[config.mk]
export PLATFORM = sky130hd
export DESIGN_NAME = predicate_access_ctrl_flat
export DESIGN_NICKNAME = d
export VERILOG_FILES = /design/src/rtl/predicate_pkg.sv /design/src/rtl/predicate_access_ctrl_if.sv /design/src/rtl/predicate_clear_seq.sv /design/src/rtl/predicate_access_ctrl.sv /design/src/flat_wrapper.sv
export SDC_FILE = /design/constraint.sdc
export NUM_CORES = 1
export LEC_CHECK = 0
export ABC_AREA = 1
export CAP_MARGIN = 10
export CORE_AREA = 8 8 92 94
export CTS_CLUSTER_SIZE = 24
export DETAILED_ROUTE_END_ITERATION = 12
export DIE_AREA = 0 0 100 102
export DONT_BUFFER_PORTS = 1
export HOLD_SLACK_MARGIN = 0.05
export PLACE_DENSITY = 0.56
export SLEW_MARGIN = 20
export SYNTH_ARGS = -nofsm -noshare
export SYNTH_HDL_FRONTEND = slang
export SYNTH_SLANG_ARGS = --single-unit
[constraint.sdc]
create_clock -name clk -period 1.6 [get_ports clk]
set_input_delay 0.32 -clock clk [delete_from_list [all_inputs] [get_ports clk]]
set_output_delay 0.32 -clock clk [all_outputs]
set_load 0.01 [all_outputs]
[src/rtl/predicate_pkg.sv]
// +--------------------------------------------------------------------+
// | predicate_pkg                                                      |
// | Shared sizes and FSM encoding for the predicate access controller. |
// | Revision: 1.0                                                      |
// +--------------------------------------------------------------------+
`default_nettype none

package predicate_pkg;

  localparam int NUM_LANES = 16;
  localparam int NUM_REGS  = 64;
  localparam int NUM_WARPS = 16;
  localparam int AW        = $clog2(NUM_REGS);
  localparam int WW        = $clog2(NUM_WARPS);

  localparam logic [AW-1:0] LAST_ADDR = AW'(NUM_REGS - 1);

  typedef enum logic [0:0] {
    IDLE  = 1'b0,
    CLEAR = 1'b1
  } pr_ctrl_state_t;

endpackage

`default_nettype wire

[src/rtl/predicate_access_ctrl_if.sv]
// +--------------------------------------------------------------------+
// | predicate_access_ctrl_if                                           |
// | Client-side read/write/clear handshake of the predicate controller.|
// | Revision: 1.0                                                      |
// +--------------------------------------------------------------------+
`default_nettype none

interface predicate_access_ctrl_if;
  import predicate_pkg::*;

  logic                 rd_req;
  logic [WW-1:0]        rd_warp;
  logic [AW-1:0]        rd_addr_0;
  logic [AW-1:0]        rd_addr_1;
  logic [NUM_LANES-1:0] rd_en_0;
  logic [NUM_LANES-1:0] rd_en_1;
  logic                 rd_gnt;
  logic                 rd_rsp_valid;
  logic [NUM_LANES-1:0] rd_rsp_data_0;
  logic [NUM_LANES-1:0] rd_rsp_data_1;

  logic                 wr_req;
  logic [WW-1:0]        wr_warp;
  logic [AW-1:0]        wr_addr;
  logic [NUM_LANES-1:0] wr_mask;
  logic [NUM_LANES-1:0] wr_data;
  logic                 wr_gnt;

  logic                 clr_req;
  logic [WW-1:0]        clr_warp;
  logic                 clr_busy;
  logic                 clr_done;

  modport master (
    output rd_req, rd_warp, rd_addr_0, rd_addr_1, rd_en_0, rd_en_1,
    input  rd_gnt, rd_rsp_valid, rd_rsp_data_0, rd_rsp_data_1,
    output wr_req, wr_warp, wr_addr, wr_mask, wr_data,
    input  wr_gnt,
    output clr_req, clr_warp,
    input  clr_busy, clr_done
  );

  modport slave (
    input  rd_req, rd_warp, rd_addr_0, rd_addr_1, rd_en_0, rd_en_1,
    output rd_gnt, rd_rsp_valid, rd_rsp_data_0, rd_rsp_data_1,
    input  wr_req, wr_warp, wr_addr, wr_mask, wr_data,
    output wr_gnt,
    input  clr_req, clr_warp,
    output clr_busy, clr_done
  );

endinterface

`default_nettype wire

[src/rtl/predicate_clear_seq.sv]
// +--------------------------------------------------------------------+
// | predicate_clear_seq                                                |
// | Walks every register address of one warp, one per cycle.           |
// | Revision: 1.0                                                      |
// +--------------------------------------------------------------------+
`default_nettype none

module predicate_clear_seq
  import predicate_pkg::*;
(
  input  wire logic          clk,
  input  wire logic          rst_n,
  input  wire logic          start_i,
  input  wire logic [WW-1:0] warp_i,
  output logic               busy_o,
  output logic [AW-1:0]      addr_o,
  output logic [WW-1:0]      warp_o,
  output logic               done_o
);

  pr_ctrl_state_t state_q, state_d;
  logic [AW-1:0]  cnt_q, cnt_d;
  logic [WW-1:0]  warp_q, warp_d;
  logic           done_q, done_d;

  always_ff @(posedge clk or negedge rst_n) begin
    if (!rst_n) begin
      state_q <= IDLE;
      cnt_q   <= '0;
      warp_q  <= '0;
      done_q  <= 1'b0;
    end else begin
      state_q <= state_d;
      cnt_q   <= cnt_d;
      warp_q  <= warp_d;
      done_q  <= done_d;
    end
  end

  // A start pulse arriving while already clearing is dropped.
  always_comb begin
    state_d = state_q;
    cnt_d   = cnt_q;
    warp_d  = warp_q;
    done_d  = 1'b0;
    case (state_q)
      IDLE: begin
        if (start_i) begin
          state_d = CLEAR;
          cnt_d   = '0;
          warp_d  = warp_i;
        end
      end
      CLEAR: begin
        cnt_d = cnt_q + 1'b1;
        if (cnt_q == LAST_ADDR) begin
          state_d = IDLE;
          cnt_d   = '0;
          done_d  = 1'b1;
        end
      end
      default: state_d = IDLE;
    endcase
  end

  assign busy_o = (state_q == CLEAR);
  assign addr_o = cnt_q;
  assign warp_o = warp_q;
  assign done_o = done_q;

endmodule

`default_nettype wire

[src/rtl/predicate_access_ctrl.sv]
// +--------------------------------------------------------------------+
// | predicate_access_ctrl                                              |
// | Arbitrates read/write/clear access to the predicate register block.|
// | Optional macro: PRED_WR_BYPASS_EN (same-address write-to-read fwd). |
// | Revision: 1.0                                                      |
// +--------------------------------------------------------------------+
`default_nettype none

module predicate_access_ctrl
  import predicate_pkg::*;
(
  input  wire logic                 clk,
  input  wire logic                 rst_n,
  predicate_access_ctrl_if.slave    bus,
  output logic [WW-1:0]             pr_warp_selector,
  output logic [NUM_LANES-1:0]      pr_read_en_0,
  output logic [NUM_LANES-1:0]      pr_read_en_1,
  output logic [AW-1:0]             pr_raddr_0,
  output logic [AW-1:0]             pr_raddr_1,
  output logic [NUM_LANES-1:0]      pr_write_en,
  output logic [AW-1:0]             pr_waddr,
  output logic [NUM_LANES-1:0]      pr_wdata,
  input  wire logic [NUM_LANES-1:0] pr_rdata_0,
  input  wire logic [NUM_LANES-1:0] pr_rdata_1
);

  logic                 clr_busy;
  logic                 clr_done;
  logic [AW-1:0]        clr_addr;
  logic [WW-1:0]        clr_warp;

  logic                 conflict;
  logic                 rd_gnt;
  logic                 wr_gnt;
  logic                 wr_prio_q, wr_prio_d;
  logic [WW-1:0]        sel_q;
  logic                 rsp_valid_q;
  logic [NUM_LANES-1:0] rsp_data_0_q, rsp_data_0_d;
  logic [NUM_LANES-1:0] rsp_data_1_q, rsp_data_1_d;
  logic [NUM_LANES-1:0] byp_0;
  logic [NUM_LANES-1:0] byp_1;

  predicate_clear_seq u_clear_seq (
    .clk     (clk),
    .rst_n   (rst_n),
    .start_i (bus.clr_req),
    .warp_i  (bus.clr_warp),
    .busy_o  (clr_busy),
    .addr_o  (clr_addr),
    .warp_o  (clr_warp),
    .done_o  (clr_done)
  );

  // wr_prio_q is set after a read wins a differing-warp conflict, so the
  // next such conflict goes to the write side; reset favours the read.
  assign conflict = bus.rd_req && bus.wr_req && (bus.rd_warp != bus.wr_warp);
  assign rd_gnt   = !clr_busy && bus.rd_req && (!conflict || !wr_prio_q);
  assign wr_gnt   = !clr_busy && bus.wr_req && (!conflict ||  wr_prio_q);

  always_comb begin
    wr_prio_d = wr_prio_q;
    if (!clr_busy && conflict) begin
      wr_prio_d = !wr_prio_q;
    end
  end

  always_comb begin
    pr_warp_selector = sel_q;
    pr_read_en_0     = '0;
    pr_read_en_1     = '0;
    pr_write_en      = '0;
    pr_waddr         = bus.wr_addr;
    pr_wdata         = bus.wr_data;
    if (clr_busy) begin
      pr_warp_selector = clr_warp;
      pr_write_en      = '1;
      pr_waddr         = clr_addr;
      pr_wdata         = '0;
    end else begin
      if (rd_gnt) begin
        pr_warp_selector = bus.rd_warp;
        pr_read_en_0     = bus.rd_en_0;
        pr_read_en_1     = bus.rd_en_1;
      end else if (wr_gnt) begin
        pr_warp_selector = bus.wr_warp;
      end
      if (wr_gnt) begin
        pr_write_en = bus.wr_mask;
      end
    end
  end

  assign pr_raddr_0 = bus.rd_addr_0;
  assign pr_raddr_1 = bus.rd_addr_1;

  // Both grants together imply the same warp, so only the address is compared.
`ifdef PRED_WR_BYPASS_EN
  assign byp_0 = (wr_gnt && (bus.rd_addr_0 == bus.wr_addr)) ? bus.wr_mask : '0;
  assign byp_1 = (wr_gnt && (bus.rd_addr_1 == bus.wr_addr)) ? bus.wr_mask : '0;
`else
  assign byp_0 = '0;
  assign byp_1 = '0;
`endif

  always_comb begin
    rsp_data_0_d = rsp_data_0_q;
    rsp_data_1_d = rsp_data_1_q;
    if (rd_gnt) begin
      rsp_data_0_d = ((pr_rdata_0 & ~byp_0) | (bus.wr_data & byp_0)) & bus.rd_en_0;
      rsp_data_1_d = ((pr_rdata_1 & ~byp_1) | (bus.wr_data & byp_1)) & bus.rd_en_1;
    end
  end

  always_ff @(posedge clk or negedge rst_n) begin
    if (!rst_n) begin
      wr_prio_q    <= 1'b0;
      sel_q        <= '0;
      rsp_valid_q  <= 1'b0;
      rsp_data_0_q <= '0;
      rsp_data_1_q <= '0;
    end else begin
      wr_prio_q    <= wr_prio_d;
      sel_q        <= pr_warp_selector;
      rsp_valid_q  <= rd_gnt;
      rsp_data_0_q <= rsp_data_0_d;
      rsp_data_1_q <= rsp_data_1_d;
    end
  end

  assign bus.rd_gnt        = rd_gnt;
  assign bus.wr_gnt        = wr_gnt;
  assign bus.rd_rsp_valid  = rsp_valid_q;
  assign bus.rd_rsp_data_0 = rsp_data_0_q;
  assign bus.rd_rsp_data_1 = rsp_data_1_q;
  assign bus.clr_busy      = clr_busy;
  assign bus.clr_done      = clr_done;

endmodule

`default_nettype wire

[src/flat_wrapper.sv]
// flat-port wrapper written by rule: the top's interface ports become plain ports
module predicate_access_ctrl_flat import predicate_pkg::*;
  (clk, rst_n, pr_warp_selector, pr_read_en_0, pr_read_en_1, pr_raddr_0, pr_raddr_1, pr_write_en, pr_waddr, pr_wdata, pr_rdata_0, pr_rdata_1, bus_rd_req, bus_rd_warp, bus_rd_addr_0, bus_rd_addr_1, bus_rd_en_0, bus_rd_en_1, bus_rd_gnt, bus_rd_rsp_valid, bus_rd_rsp_data_0, bus_rd_rsp_data_1, bus_wr_req, bus_wr_warp, bus_wr_addr, bus_wr_mask, bus_wr_data, bus_wr_gnt, bus_clr_req, bus_clr_warp, bus_clr_busy, bus_clr_done);
  predicate_access_ctrl_if bus_i ();
  input  wire logic clk;
  input  wire logic rst_n;
  output logic [WW-1:0] pr_warp_selector;
  output logic [NUM_LANES-1:0] pr_read_en_0;
  output logic [NUM_LANES-1:0] pr_read_en_1;
  output logic [AW-1:0] pr_raddr_0;
  output logic [AW-1:0] pr_raddr_1;
  output logic [NUM_LANES-1:0] pr_write_en;
  output logic [AW-1:0] pr_waddr;
  output logic [NUM_LANES-1:0] pr_wdata;
  input  wire logic [NUM_LANES-1:0] pr_rdata_0;
  input  wire logic [NUM_LANES-1:0] pr_rdata_1;
  input wire logic [$bits(bus_i.rd_req)-1:0] bus_rd_req;
  input wire logic [$bits(bus_i.rd_warp)-1:0] bus_rd_warp;
  input wire logic [$bits(bus_i.rd_addr_0)-1:0] bus_rd_addr_0;
  input wire logic [$bits(bus_i.rd_addr_1)-1:0] bus_rd_addr_1;
  input wire logic [$bits(bus_i.rd_en_0)-1:0] bus_rd_en_0;
  input wire logic [$bits(bus_i.rd_en_1)-1:0] bus_rd_en_1;
  output wire logic [$bits(bus_i.rd_gnt)-1:0] bus_rd_gnt;
  output wire logic [$bits(bus_i.rd_rsp_valid)-1:0] bus_rd_rsp_valid;
  output wire logic [$bits(bus_i.rd_rsp_data_0)-1:0] bus_rd_rsp_data_0;
  output wire logic [$bits(bus_i.rd_rsp_data_1)-1:0] bus_rd_rsp_data_1;
  input wire logic [$bits(bus_i.wr_req)-1:0] bus_wr_req;
  input wire logic [$bits(bus_i.wr_warp)-1:0] bus_wr_warp;
  input wire logic [$bits(bus_i.wr_addr)-1:0] bus_wr_addr;
  input wire logic [$bits(bus_i.wr_mask)-1:0] bus_wr_mask;
  input wire logic [$bits(bus_i.wr_data)-1:0] bus_wr_data;
  output wire logic [$bits(bus_i.wr_gnt)-1:0] bus_wr_gnt;
  input wire logic [$bits(bus_i.clr_req)-1:0] bus_clr_req;
  input wire logic [$bits(bus_i.clr_warp)-1:0] bus_clr_warp;
  output wire logic [$bits(bus_i.clr_busy)-1:0] bus_clr_busy;
  output wire logic [$bits(bus_i.clr_done)-1:0] bus_clr_done;
  assign bus_i.rd_req = bus_rd_req;
  assign bus_i.rd_warp = bus_rd_warp;
  assign bus_i.rd_addr_0 = bus_rd_addr_0;
  assign bus_i.rd_addr_1 = bus_rd_addr_1;
  assign bus_i.rd_en_0 = bus_rd_en_0;
  assign bus_i.rd_en_1 = bus_rd_en_1;
  assign bus_rd_gnt = bus_i.rd_gnt;
  assign bus_rd_rsp_valid = bus_i.rd_rsp_valid;
  assign bus_rd_rsp_data_0 = bus_i.rd_rsp_data_0;
  assign bus_rd_rsp_data_1 = bus_i.rd_rsp_data_1;
  assign bus_i.wr_req = bus_wr_req;
  assign bus_i.wr_warp = bus_wr_warp;
  assign bus_i.wr_addr = bus_wr_addr;
  assign bus_i.wr_mask = bus_wr_mask;
  assign bus_i.wr_data = bus_wr_data;
  assign bus_wr_gnt = bus_i.wr_gnt;
  assign bus_i.clr_req = bus_clr_req;
  assign bus_i.clr_warp = bus_clr_warp;
  assign bus_clr_busy = bus_i.clr_busy;
  assign bus_clr_done = bus_i.clr_done;
  predicate_access_ctrl u_core (.clk(clk), .rst_n(rst_n), .bus(bus_i), .pr_warp_selector(pr_warp_selector), .pr_read_en_0(pr_read_en_0), .pr_read_en_1(pr_read_en_1), .pr_raddr_0(pr_raddr_0), .pr_raddr_1(pr_raddr_1), .pr_write_en(pr_write_en), .pr_waddr(pr_waddr), .pr_wdata(pr_wdata), .pr_rdata_0(pr_rdata_0), .pr_rdata_1(pr_rdata_1));
endmodule
# Yosys cells after proc, flatten, opt, wreduce, memory -nomap -nowiden
# Cells that the tools add are included.
[totals] regBits=50 latch_bits=0 mem_bits_rw=0 rom_bits=0 input_bits=131 out_inout_bits=123 memories=0
[classes] addsub=1 mul=0 div=0 n_lt_le_gt_ge=0 eq_ne=3 shifts=0 muxes=19 n_bitwise=3 reduce_logical=13
[ops] cell="16-bit two-way mux" n=7
[ops] cell="16-bit AND" n=2
[ops] cell="6-bit two-way mux" n=3
[ops] cell="4-bit two-way mux" n=3
[ops] cell="6-bit one-hot mux with 2 select lines" n=1
[ops] cell="1-bit logical AND" n=7
[ops] cell="6-bit by 1-bit adder with 6-bit output, second input constant" n=1
[ops] cell="6-bit == test, second input constant" n=1
[ops] cell="1-bit two-way mux" n=4
[ops] cell="4-bit != test" n=1
[ops] cell="1-bit zero test" n=3
[ops] cell="1-bit logical OR" n=2
[ops] cell="2-bit != test, second input constant" n=1
[ops] cell="1-bit one-hot mux with 2 select lines" n=1
[ops] cell="2-bit AND reduction" n=1
[ops] cell="1-bit NOT" n=1

# Logic depth before layout (Yosys ltp)
# Gate-level depths: netlist (run 1).
[depth] ltp_word=8 ltp_mapped=11

# Hierarchy
# A second synthesis (run 1) with hierarchy kept.
[hier_totals] cells_unflattened=429 area_unflattened_um2=3016.6
[modules_own_cells] mod="predicate_access_ctrl" instances=1 cells_each=380 area_per_inst_um2=2471.1 seq_area_each_um2=950.9
[modules_own_cells] mod="predicate_clear_seq" instances=1 cells_each=49 area_per_inst_um2=545.5 seq_area_each_um2=300.3

# Least setup slack after synthesis (run 1)
# OpenSTA, ideal clock, no wires.
[synth_timing] path_type="register -> output" start="register u_core.u_clear_seq.state_q, in the netlist u_core.u_clear_seq.busy_o" end="output port pr_write_en[10]" arrival_ns=1.247 t_required_ns=1.280 setup_slack_ns=0.033 path_stages_with_launch=5 path_cell_list="dfrtp_1 inv_1 clkbuf_1 clkbuf_1 nand2_1"
[synth_via] elab_chain_len=5
[synth_lines] element="from (decl)" line_no="predicate_clear_seq.sv:21" rtl="pr_ctrl_state_t state_q, state_d;"
[synth_lines] element="from (signal assigned)" line_no="predicate_clear_seq.sv:33" rtl="state_q <= state_d;"
[synth_lines] element="1-bit zero test" line_no="predicate_access_ctrl.sv:58" rtl="assign wr_gnt = !clr_busy && bus.wr_req && (!conflict || wr_prio_q);"
[synth_lines] element="1-bit logical AND (2 in series)" line_no="predicate_access_ctrl.sv:58"
[synth_lines] element="16-bit two-way mux" line_no="predicate_access_ctrl.sv:87" rtl="if (wr_gnt) begin"
[synth_lines] element="16-bit two-way mux *" line_no="predicate_access_ctrl.sv:74" rtl="if (clr_busy) begin"
[synth_lines] element="to (decl)" line_no="flat_wrapper.sv:12" rtl="output logic [NUM_LANES-1:0] pr_write_en;"
# Every way passes the cells marked *; elsewhere a longest branch is shown, timed or not.

# Worst setup path after layout (run 1)
[layout_timing] start="register u_core.u_clear_seq.state_q, in the netlist u_core.u_clear_seq.busy_o" end="output port pr_warp_selector[0]"
[layout_via] elab_chain_len=6 word_cells_on_any_way=8
[layout_lines] element="1-bit zero test" line_no="predicate_access_ctrl.sv:57, predicate_access_ctrl.sv:58"
[layout_lines] element="1-bit logical AND (2 in series)" line_no="predicate_access_ctrl.sv:58"
[layout_lines] element="4-bit two-way mux" line_no="predicate_access_ctrl.sv:84" rtl="end else if (wr_gnt) begin"
[layout_lines] element="4-bit two-way mux" line_no="predicate_access_ctrl.sv:80" rtl="if (rd_gnt) begin"
[layout_lines] element="4-bit two-way mux *" line_no="predicate_access_ctrl.sv:74"
[layout_lines] element="to (decl)" line_no="flat_wrapper.sv:7" rtl="output logic [WW-1:0] pr_warp_selector;"
# Marks and branches as above.

==> metrics, run 1 <==
Clock Tree Root=clkbuf_8; post-layout util=between 50% and 60%; Hold EP=u_core.bus.rd_rsp_data_0[5]; Setup WS pre-CTS=-0.0250 ns; fin crit period=1.75 ns; CP cell instances=nor2_4, nand2_8, buf_6, nand3_2, nand2_2, nand2_4; Setup Crit Path Kind=reg -> out; Cell variety after synth=22; reg2reg start=u_core.u_clear_seq.busy_o; worst rel slew slack=~83%; CTS H-Tree Depth=2; Num CTS Buffers=5; mapped cell area=slightly above 0.003 sq mm; clock skew=~0.009 ns; Clock Latency Late Sink=about 0.29 ns; dominant cells by area after synthesis=dfrtp_1 41%, nand2_1 23%, inv_1 9.0%; final critical-path share of the clock period=109%; post-synthesis sequential area ratio=41.1%; FMAX=~570 MHz; placed wire-length estimate=6630 um; GP Congestion=roughly 0.78; LEAKAGE=2.04 nW; FP Rows=31; worst reg2reg path depth=6; synthesized flop and latch total=50; setup ws final=-0.147 ns; Inst Count DP=526; sequential cell area=0.00125 sq mm; grt ovf=0; r2r setup slk=~0.11 ns; unrepaired setup endpoints after global routing=yes; post-DR vias/cell=4.60; Clock Path Buffers=2; # nets final=584; Die W=~100 um; CP delay by family, top=simple AND/OR/NAND/NOR gates; hold slack=0.129 ns; arrival time at the worst endpoint=approximately 1.4 ns; Die Y-Extent=102 um; crit path capture type=output port; largest area contributor in the netlist=dfrtp_1; Crit path largest cell delay=~0.48 ns; MaxCap Viol Count=0; crit start category=register; DR vias=~2500; Mean Syn Cell Area=7.03 sq um; area occupied by multi-input gates=0.00169 sq mm; CTS tree=yes; hold depth=2; Pins Over Slew Limit=0; # IOs=between 200 and 300; Setup TNS Final=-6.00 ns; commonest non-fill, non-tap cells in the layout=158 x nand2_1, 70 x inv_1, 50 x nor2_4, 49 x dfrtp_1, 28 x nand2_2; YS warnings=0; ANT cells=0; Placement Cell Area=0.00317 sq mm; share of the synthesized area in the top cell type=between 40% and 50%; Post-Synthesis Cells=between 400 and 500; critical path required time=1.28 ns; Routed wire per std cell=between 15 and 20 um; Fin. Hold Viols=0; predominant post-synthesis flop cell=dfrtp_1; Reg clk slew, reported paths=0.09 ns; Placeable Area=just over 0.007 sq mm; worst slew pin tran=~0.25 ns; vias in the first global route=between 2000 and 3000; first-pass GRT wire length=between 10000 and 15000 um; CP max-delay cell=dfrtp_2; status=finished with violations; Fill cells=between 600 and 700; # clock sinks=50; Hold Startpoint=pr_rdata_0[5]; most common cell after layout, fill and taps aside=nand2_1; largest net degree at the start of global routing=51; all-layer global routing usage=~16%; WL final=about 9200 um; Min-Delay Path Class=in -> reg; R2R Path End=u_core.u_clear_seq.addr_o[2]; Post-Syn Nets=between 500 and 600; First DRT Iteration DRCs=42; full die area=just over 0.01 sq mm; Peak supply drop=between 0.4 and 0.5 mV; Buf/Inv on CP=1; Final Non-Filler Cells=about 550; Tot Pwr=around 4.3 mW; failing checks=setup timing; Max Fanout on Critical Path=7; setup violators final=60; area grow syn2layout=30.1%; Design Area, Final=a little under 0.004 sq mm; I/O Buffers=0; initial antenna violation count=0; pwr dens=around 1100 mW/mm^2; Async SR Flop Fraction=100%; post-route ant nets=0; DRC viols=0; DRT Pass-1 Iters=4; EDFF count, synth=0; Starting Density=a little over two fifths; layout cells sized above 1=between 30% and 40%
==> metal layers <==
layer | share of wire (%) | vias up | track usage, % | wire length, um
met5 | 0 | - | 0 | 0
met4 | 0.55 | 0 | 2.91 | 51
met3 | 10 | 8 | 6.88 | 931
met2 | 51 | 114 | 28.6 | 4700
met1 | 38 | 1136 | 17.9 | 3550
li1 | - | 1283 | - | -
==> sequential cells by signal (all words and copies together) (netlist names) <==
register,flops
u_core.bus.rd_rsp_data_0,16
u_core.bus.rd_rsp_data_1,16
u_core.u_clear_seq.addr_o,6
u_core.sel_q,4
u_core.u_clear_seq.warp_o,4
u_core.bus.rd_rsp_valid,1
u_core.u_clear_seq.busy_o,1
u_core.u_clear_seq.done_o,1
u_core.wr_prio_q,1
==> kinds of logic (layout without fill, tap and decap cells) <==
group           count (synthesis)  count (layout)  share of synthesized area, %
xor+xnor                        3               3                         0.864
fa+ha+maj                       1               1                         0.411
flops                          50              50                          41.1
compound gates                 12              12                          2.18
buf+inv                       101             121                          15.3
simple gates                  266             266                          40.1
==> area by class of cell <==
type | count | area share [%]
Multi-Input combinational cell | 282 | 42.7
Clock inverter | 1 | 0.758
Tap cell | 99 | 3.13
Inverter | 75 | 7.74
Clock buffer | 7 | 1.93
Sequential cell | 50 | 31.6
Timing Repair Buffer | 38 | 12.1
==> worst max-delay path by stage <==
stage | start | cells after the start | slack (ns) | end
after floorplan | u_core.u_clear_seq.busy_o | 4 | 0.03 | pr_write_en[10]
after global placement | bus_rd_warp[1] | 9 | 0.02 | pr_read_en_1[9]
after detailed placement | bus_rd_warp[1] | 10 | -0.03 | pr_write_en[1]
after CTS | u_core.u_clear_seq.busy_o | 4 | -0.12 | pr_read_en_0[0]
after global routing | u_core.u_clear_seq.busy_o | 6 | -0.21 | pr_warp_selector[0]
final | u_core.u_clear_seq.busy_o | 6 | -0.15 | pr_warp_selector[0]
==> report_power, final <==
| part | switching, mW | total [mW] | internal (mW) |
|---|---|---|---|
| combinational | 0.827 | 1.40 | 0.576 |
| sequential | 0.409 | 2.05 | 1.64 |
| clock | 0.409 | 0.877 | 0.469 |
==> timing repair <==
| item | CTS | global route |
|---|---|---|
| pin swaps | 18 | 18 |
| gates resized for setup | 103 | 26 |
| setup buffers | 5 | 5 |
| hold buffers | 2 | 0 |
| endpoints found under the setup margin | 70 | 77 |
| gates cloned | 2 | 4 |
| hold endpoints to repair | 50 | 0 |
==> synthesized netlist by cell type (2+ instances only) <==
master and number:
dfrtp_1 50, clkbuf_1 8, buf_6 5, nand2_1 189, inv_2 2, nand2_2 2, o22ai_1 2, xor2_1 3
nor2_1 24, o21ai_0 8, buf_4 13, nand3_1 15, nor2_4 18, inv_1 73, nor2_2 14
Note: power is estimated with default switching activity, not from simulation.
==> inputs of run 2 (changes only) <==
--- a/config.mk
+++ b/config.mk
@@ -12,6 +12,7 @@
 export DETAILED_ROUTE_END_ITERATION = 12
 export DIE_AREA = 0 0 100 102
 export DONT_BUFFER_PORTS = 1
+export GPL_TIMING_DRIVEN = 0
 export HOLD_SLACK_MARGIN = 0.05
 export PLACE_DENSITY = 0.56
 export SLEW_MARGIN = 20
==> metrics, run 2 (synthesized netlist as in run 1, its figures left out) <==
status=finished with violations; failing checks=setup timing; Clock Tree Root=clkbuf_8; fin crit period=1.76 ns (+0.0173 ns); Final Non-Filler Cells=554 (+0.36%); Inst Count DP=532 (+1.1%); # clock sinks=50 (unchanged); arrival time at the worst endpoint=1.44 ns (about the same); Die W=100 um (unchanged); Reg clk slew, reported paths=0.09 ns (about the same); Logic pwr share=33.6% (+1.2 points); crit path from=u_core.u_clear_seq.busy_o; Crit path largest cell delay=0.51 ns (+0.03 ns); P_sw=1.65 mW (+0.54%); Int Pwr=2.50 mW (-7.0%); crit start category=register; R2R Path End=u_core.bus.rd_rsp_data_0[2]; FP Rows=31 (unchanged); Setup Crit Path Kind=reg -> out; Clock Latency Late Sink=0.29 ns (about the same); MaxCap Viol Count=0 (unchanged); worst reg2reg path depth=7 (+1); pwr dens=1030 mW/mm^2 (-5.8%); unrepaired setup endpoints after global routing=yes; DRC viols=0 (unchanged); CTS tree=yes; Min-Delay Path Class=in -> reg; CP max-delay cell=dfrtp_2; GP Congestion=0.774 (-1.1%); clock skew=0.00990 ns (+0.000983 ns); post-DR vias/cell=4.66 (+1.2%); CTS H-Tree Depth=2 (unchanged); Max Fanout on Critical Path=8 (+1); DRT Pass-1 Iters=4 (unchanged); Clock Path Buffers=2 (unchanged); sw frac=39.8% (+1.9 points); Fill cells=666 (+1.5%); most common cell after layout, fill and taps aside=nand2_1; vias in the first global route=2823 (+5.0%); grt ovf=0 (unchanged); CP cell instances=nor2_4, nand2_4, buf_12, nand3_2, nand2_2, nand2_2; ANT cells=0 (unchanged); Fin. Hold Viols=0 (unchanged); largest net degree at the start of global routing=51 (unchanged); Num CTS Buffers=5 (unchanged); FMAX=567 MHz (-0.98%); DR vias=2580 (+1.5%); # nets final=586 (+0.34%); Die Y-Extent=102 um (unchanged); Pins Over Slew Limit=0 (unchanged); Starting Density=43.1% (unchanged); WL final=9340 um (+1.2%); worst rel slew slack=70.3% (-13 points); all-layer global routing usage=17.3% (+1.1 points); Critical Path Most Common Cell=nand2_2; reg2reg start=u_core.u_clear_seq.busy_o; I/O Buffers=0 (unchanged); r2r setup slk=0.22 ns (+0.11 ns); critical path required time=1.28 ns (about the same); full die area=0.0102 sq mm (unchanged); # IOs=254 (unchanged); post-route ant nets=0 (unchanged); Peak supply drop=0.630 mV (+32%); commonest non-fill, non-tap cells in the layout=144 x nand2_1, 70 x inv_1, 49 x dfrtp_1, 48 x nor2_4, 29 x nand2_2; area grow syn2layout=32.4%; Seq pwr share=49.6% (+2.2 points); initial antenna violation count=0 (unchanged); worst slew pin tran=0.446 ns (+0.195 ns); setup violators final=74 (+23%); Routed wire per std cell=16.9 um (+0.83%); Clock Power Share=16.9% (-3.3 points); placed wire-length estimate=7190 um (+8.4%); Design Area, Final=0.00403 sq mm (+1.7%); setup ws final=-0.164 ns (-0.0173 ns); Tot Pwr=4.15 mW (-4.2%); Placeable Area=0.00706 sq mm (unchanged); First DRT Iteration DRCs=36 (-14%); first-pass GRT wire length=14200 um (+5.4%); final critical-path share of the clock period=110% (+1.1 points); crit path capture type=output port; Placement Cell Area=0.00317 sq mm (-0.12%); layout cells sized above 1=34.9% (+3.4 points); Worst Setup EP=pr_warp_selector[2]; LEAKAGE=2.12 nW (+4.0%)
## run 2: cell count changes in the layout (fill, tap and decap cells not counted), moves of 3 or more
| cell | delta |
|---|---|
| clkbuf_8 | +3 |
| nand2_1 | -14 |
| nand2_4 | +14 |
| nand3_1 | +4 |
| nand3_2 | -4 |
| o21ai_1 | -4 |
| o21ai_4 | +4 |
## run 2: repair_timing
item	CTS	global route
hold buffers	2	0
buffers inserted	8	1
resized for setup	151	18
setup endpoints to repair	78	76
cloned	3	0
hold endpoints to repair	50	0
pin swaps	39	7
## run 2: area by class of cell
type / count / area (sq um) / share of cell area [%]
multi-input cells: 282 / 1800 / 44.6
flip-flops and latches: 50 / 1250 / 31.1
plain buffers: 26 / 307 / 7.61
inverters: 75 / 289 / 7.17
repair buffers: 14 / 174 / 4.32
well taps: 99 / 124 / 3.07
clock buffers: 6 / 72.6 / 1.80
clock inverters: 2 / 13.8 / 0.342
## run 2: worst min path at each step
stage	startpoint	to	slack, ns	cells after the start
after floorplan	rst_n	u_core.bus.rd_rsp_data_0[0]	0.02	0
after global placement	rst_n	u_core.bus.rd_rsp_data_1[11]	0.03	0
after detailed placement	rst_n	u_core.bus.rd_rsp_data_1[11]	0.03	0
after CTS	pr_rdata_0[12]	u_core.bus.rd_rsp_data_0[12]	0.12	2
after global routing	pr_rdata_1[15]	u_core.bus.rd_rsp_data_1[15]	0.11	2
final	pr_rdata_1[15]	u_core.bus.rd_rsp_data_1[15]	0.13	2
## run 2: critical path, delay by kind of cell, from the launching register on
family                 cells  cell delay (ns)
DFF                        1             0.51
and+or+nand+nor            5             0.47
buffers and inverters      1             0.16
## run 2: through the flow
| stage | util [%] | TNS (ns) | worst slack [ns] | hold slack [ns] |
|---|---|---|---|---|
| floorplan | - | 0 | 0.0334 | 0.0244 |
| finish | 57.1 | -5.75 | -0.164 | 0.130 |
| CTS | 55.8 | -6.76 | -0.185 | 0.123 |
| global placement | 44.9 | -5.69 | -0.276 | 0.0260 |
| global route | 57.1 | -11.89 | -0.259 | 0.113 |
| detailed placement | 44.9 | -6.88 | -0.318 | 0.0261 |
## run 2: power groups by stage
stage	Clock, mW	Sequential (mW)	Combinational [mW]
2_1_floorplan	0	1.97	0.856
3_5_place_dp	0	2.08	1.02
5_1_grt	0.794	2.11	1.55
6_report	0.700	2.06	1.40
3_3_place_gp	0	2.08	0.989
4_1_cts	0.735	2.07	1.38
## run 2: per-layer routing
| layer | GRT usage (%) | part of all wire [%] | vias up |
|---|---|---|---|
| li1 | - | - | 1284 |
| met1 | 18.0 | 35 | 1151 |
| met2 | 31.4 | 52 | 137 |
| met3 | 7.49 | 11 | 8 |
| met4 | 4.07 | 1.3 | 0 |
| met5 | 0 | 0 | - |
==> inputs of run 3 (changes only) <==
--- a/config.mk
+++ b/config.mk
@@ -8,7 +8,7 @@
 export ABC_AREA = 1
 export CAP_MARGIN = 10
 export CORE_AREA = 8 8 92 94
-export CTS_CLUSTER_SIZE = 24
+export CTS_CLUSTER_SIZE = 8
 export DETAILED_ROUTE_END_ITERATION = 12
 export DIE_AREA = 0 0 100 102
 export DONT_BUFFER_PORTS = 1
==> results of run 3 <==
Final layout, timing and power as in run 2 (identical DEF).
